### src/rtl/gpr_arbiter.sv
// Round-robin arbiter with lock support in front of a single-port GPR file.
// Each grant does one read-modify-write: write at T+1 and return the old value at T+2.
module gpr_arbiter #(
    parameter int N    = 32,
    parameter int Nreg = 32,
    parameter int K    = $clog2(Nreg),
    parameter int M    = 4
) (
    input  logic           clk,
    input  logic           rst,
    input  logic [M-1:0]   req,
    input  logic [M-1:0]   we,
    input  logic [M-1:0]   lock,
    input  logic [M*K-1:0] addr,
    input  logic [M*N-1:0] wdata,
    output logic [M-1:0]   gnt,
    output logic [M-1:0]   rvalid,
    output logic [N-1:0]   rdata,
    output logic [K-1:0]   gpr_address,
    output logic [N-1:0]   gpr_d,
    output logic           gpr_wren,
    input  logic [N-1:0]   gpr_q
);

    localparam int PW = (M > 1) ? $clog2(M) : 1;

    typedef enum logic {
        ARB,
        LOCKED
    } state_t;

    state_t          state;
    logic [PW-1:0]   rr_ptr;
    logic [PW-1:0]   lock_owner;

    logic            win_found;
    logic [PW-1:0]   win_idx;
    logic [PW-1:0]   next_ptr;
    logic [M-1:0]    win_onehot;
    logic [K-1:0]    win_addr;
    logic [N-1:0]    win_wdata;
    logic            win_we;
    logic            win_lock;

    // Requester whose access is on the GPR port this cycle (one-hot, zero when idle).
    logic [M-1:0]    acc_onehot;
    logic [M-1:0]    rvalid_q;

    always_comb begin
        int cand;
        // NOTE: every signal written here gets a default first, so no latch can be inferred.
        win_found = 1'b0;
        win_idx   = '0;
        cand      = 0;
        if (state == LOCKED) begin
            win_found = req[lock_owner];
            win_idx   = lock_owner;
        end else begin
            for (int k = 0; k < M; k++) begin
                cand = (int'(rr_ptr) + k) % M;
                if (!win_found && req[PW'(cand)]) begin
                    win_found = 1'b1;
                    win_idx   = PW'(cand);
                end
            end
        end
    end

    assign win_onehot = M'(1) << win_idx;
    assign win_addr   = addr[int'(win_idx)*K +: K];
    assign win_wdata  = wdata[int'(win_idx)*N +: N];
    assign win_we     = we[win_idx];
    assign win_lock   = lock[win_idx];
    assign next_ptr   = (int'(win_idx) == M - 1) ? '0 : win_idx + 1'b1;

    // Grant and response strobes are cut off by reset without waiting for a clock edge.
    assign gnt    = (rst && win_found) ? win_onehot : '0;
    assign rvalid = rst ? rvalid_q : '0;

    always_ff @(posedge clk or negedge rst) begin
        if (!rst) begin
            state      <= ARB;
            rr_ptr     <= '0;
            lock_owner <= '0;
        end else if (win_found) begin
            // NOTE: non-blocking assignments make every flop update from pre-edge values.
            rr_ptr <= next_ptr;
            case (state)
                ARB: begin
                    if (win_lock) begin
                        state      <= LOCKED;
                        lock_owner <= win_idx;
                    end
                end
                LOCKED: begin
                    if (!win_lock) begin
                        state <= ARB;
                    end
                end
                default: state <= ARB;
            endcase
        end
    end

    always_ff @(posedge clk or negedge rst) begin
        if (!rst) begin
            gpr_address <= '0;
            gpr_d       <= '0;
            gpr_wren    <= 1'b0;
            acc_onehot  <= '0;
            rvalid_q    <= '0;
            rdata       <= '0;
        end else begin
            gpr_wren   <= win_found && win_we && (win_addr != '0);
            acc_onehot <= win_found ? win_onehot : '0;
            if (win_found) begin
                gpr_address <= win_addr;
                gpr_d       <= win_wdata;
            end
            // gpr_q still shows the pre-write value here, which makes each write a swap.
            rvalid_q <= acc_onehot;
            if (|acc_onehot) begin
                rdata <= (gpr_address == '0) ? '0 : gpr_q;
            end
        end
    end

endmodule
### config.mk
export PLATFORM = sky130hd
export DESIGN_NAME = gpr_arbiter
export DESIGN_NICKNAME = d
export VERILOG_FILES = /design/src/rtl/gpr_arbiter.sv
export SDC_FILE = /design/constraint.sdc
export NUM_CORES = 1
export LEC_CHECK = 0
export CORE_MARGIN = 3
export CORE_UTILIZATION = 41
export DETAILED_ROUTE_END_ITERATION = 8
export PLACE_DENSITY = 0.95
export SLEW_MARGIN = 20
export SYNTH_ARGS = -nofsm -noshare
export SYNTH_HDL_FRONTEND = slang
export SYNTH_SLANG_ARGS = --single-unit
### constraint.sdc
create_clock -name clk -period 8.4 [get_ports clk]
set_input_delay 1.68 -clock clk [delete_from_list [all_inputs] [get_ports clk]]
set_output_delay 1.68 -clock clk [all_outputs]
set_load 0.05 [all_outputs]
==> summary.md <==
• **status** finished clean
• **Final #Nets** 963
• **number of top-level pins** 272
• **synthesized instance count** 516
• **number of iterations in the first detailed-routing pass** 5
• **Die Width** 111 um
• **fill cell instance count of the final layout** 738
• **GP Congestion** 0.995
• **# hold bufs at CTS** 0
• **Worst Setup Slack, final** 1.49 ns
• **number of distinct library cells after synthesis** 43
• **Synth top area share** 0.457
• **number of standard cells in the layout, taps in and fillers out** 906
• **maximum resistive drop on vdd** 315 uV
• **total detailed-routing wirelength** 16,400 um
• **average cell area after synthesis** 8.81 sq um
• **Detailed Route Iter0 Violations** 354
• **FF+latch count, synth** 83
• **count of final setup violators** 0
• **minimum clock period after layout** 6.91 ns
• **number of core rows** 37
• **number of H-tree levels** 3
• **Power per Cell Area** 454 nW/um^2
• **die outline height** 111 um
• **Num CTS Buffers** 9
• **number of global-route vias before repair** 5,011
• **area leader, netlist** dfrtp_1
• **Place WS** 1.71 ns
• **initial antenna violation count** 0
• **endpoint required time on the critical path** 6.72 ns
• **via count** 4,995
• **starting utilization of the core area** 0.431
• **worst setup path category** primary input to output pin
• **Total Power** 3.43 mW
• **placed cells** 890
• **number of maximum-capacitance violations** 0
• **global-route wire length before repair** 26,200 um
• **Port Buffers** 271
• **unrepaired setup endpoints after global routing** false
• **Worst-Skew Late Latency** 0.35 ns
• **overall die area** 12,400 sq um
• **number of routed nets with antenna violations** 0
• **number of clock sinks** 83
• **largest net degree at the start of global routing** 74
• **top_reg_cell synth** dfrtp_1
• **Clock Skew** 0.00835 ns
• **netlist area before placement** 4540 sq um
• **overall overflow remaining after global route** 0
• **setup bufs post-CTS** 0
• **Core Box Area** 10,600 sq um
• **final slew viol count** 0
• **portion of the clock cycle consumed by the worst path in the final layout** 0.823
• **Yosys Warn Count** 0
• **root buf cell** clkbuf_8
• **setup total negative slack** 0 ns
• **top cells by area in the synthesized netlist** dfrtp_1 46%, nand2_1 15%, and3_1 9.4%, a22o_1 6.2%, o31ai_1 5.8%
• **peak clock frequency supported by timing** 145 MHz
• **clock tree from TritonCTS** yes
• **post-detailed-route via-to-cell ratio** 5.51
• **Max clock buf depth** 2
• **proportion of layout cells with a drive suffix above 1** 0.0506
• **HPWL after detailed placement** 12,300 um
• **Area growth, synth to finish** 66.5%
• **Worst Path Max Fanout** 44
• **normalized max-slew margin** 0.470
• **number of flops mapped to enable cells by yosys** 0
• **Syn Nets** 714
• **All-Layer GR Usage** 0.264
• **Resize count post-CTS** 0
• **transition at the pin with the smallest max-transition slack** 0.793 ns
• **share of synthesized area occupied by flip-flops and latches** 0.457
• **arrival time reported for the critical path endpoint** 5.23 ns
• **share of synthesized flip-flops with an asynchronous set or reset** 1.00
• **Antenna Cells** 0
• **leakage power** 3.38 nW
• **CP startpoint kind** primary input
• **Final Hold Violating Endpoints** 0
• **detailed-route wire length per cell** 18.1 um
• **HP Class** register to register
• **Remaining DRCs** 0
• **clock transition at the registers of the reported paths** 0.08 ns
• **Critical Path Sink Type** output pin
-- layout make-up --
type / instances / area [sq um] / area share
multi-input cells: 390 / 2290 / 0.303
inverters: 3 / 11.3 / 0.00149
well taps: 136 / 170 / 0.0225
clock inverters: 5 / 108 / 0.0142
flip-flops and latches: 83 / 2080 / 0.275
clock buffers: 11 / 141 / 0.0187
repair buffers: 278 / 2760 / 0.365
-- worst max-delay path, stage by stage --
cell and delay, ns:
clkdlybuf4s50_1 0.60, nor3b_1 0.45, o41ai_4 0.12, buf_4 0.29, inv_2 0.58, ha_1 0.25, nor2b_1 0.26, and2_1 0.17
clkdlybuf4s50_1 0.81
-- layer usage --
layer,global-route usage,wire length (um)
met1,0.302,6080
met2,0.469,8480
met3,0.0682,1420
met4,0.101,438
met5,0,0
-- synthesized netlist by cell type, types with 2 or more instances --
master and instances:
nand2_1 178, dfrtp_1 83, and3_1 68, o31ai_1 35, a22o_1 32, clkbuf_1 22
buf_2 11, and2_1 9, a21oi_1 7, nor2_1 7, a21boi_0 5, buf_4 5
mux2_2 5, nor2b_1 5, a221oi_1 4, ha_1 4, nor3_1 4, a21o_1 2
a22oi_1 2, inv_2 2, mux2i_1 2, mux4_2 2, o21ai_0 2
-- final timing paths --
| check | end | startpoint | slack [ns] | depth (start not counted) |
|---|---|---|---|---|
| max in group asynchronous | rr_ptr[0] | rst | 6.07 | 2 |
| min in group asynchronous | rvalid_q[2] | rst | 1.31 | 1 |
| worst max-delay path | gnt[0] | req[0] | 1.49 | 9 |
| worst min-delay path | rvalid_q[3] | acc_onehot[3] | 0.41 | 0 |
| worst max register to register | gpr_wren | rr_ptr[1] | 5.26 | 8 |
| worst min register to register | rvalid_q[3] | acc_onehot[3] | 0.41 | 0 |
-- registers in the layout, indices dropped and copies added (netlist names) --
signal       flops
acc_onehot       4
gpr_address      5
gpr_d           32
gpr_wren         1
lock_owner       2
rdata           32
rr_ptr           2
rvalid_q         4
state            1
-- layout by cell type (no fill, tap or decap), types with 7 or more instances in the layout --
master             n
nand2_1          178
clkdlybuf4s50_1  270
buf_4              8
clkbuf_8          10
dfrtp_1           83
and2_1             9
and3_1            68
nor2_1             7
a22o_1            32
o31ai_1           35
-- cells by family after synthesis --
logic type	share of synthesized area
buf+inv	0.0443
compound gates	0.180
simple gates	0.281
mux	0.0267
fa+ha+maj	0.0110
flops	0.457
-- where the power goes --
group / internal, mW / total (mW) / switching, mW
clock network: 0.208 / 0.355 / 0.147
logic: 0.861 / 2.32 / 1.46
registers: 0.609 / 0.755 / 0.146
total: 1.68 / 3.43 / 1.75
-- metrics by stage --
step | hold slack (ns) | area (sq um) | util
CTS | 0.408 | 7560 | 0.717
finish | 0.407 | 7560 | 0.717
detailed placement | 0.390 | 7320 | 0.693
global placement | 0.386 | 7310 | 0.692
global route | 0.412 | 7560 | 0.717
floorplan | 0.354 | 4540 | -
Note: power is estimated with default switching activity, not from simulation.
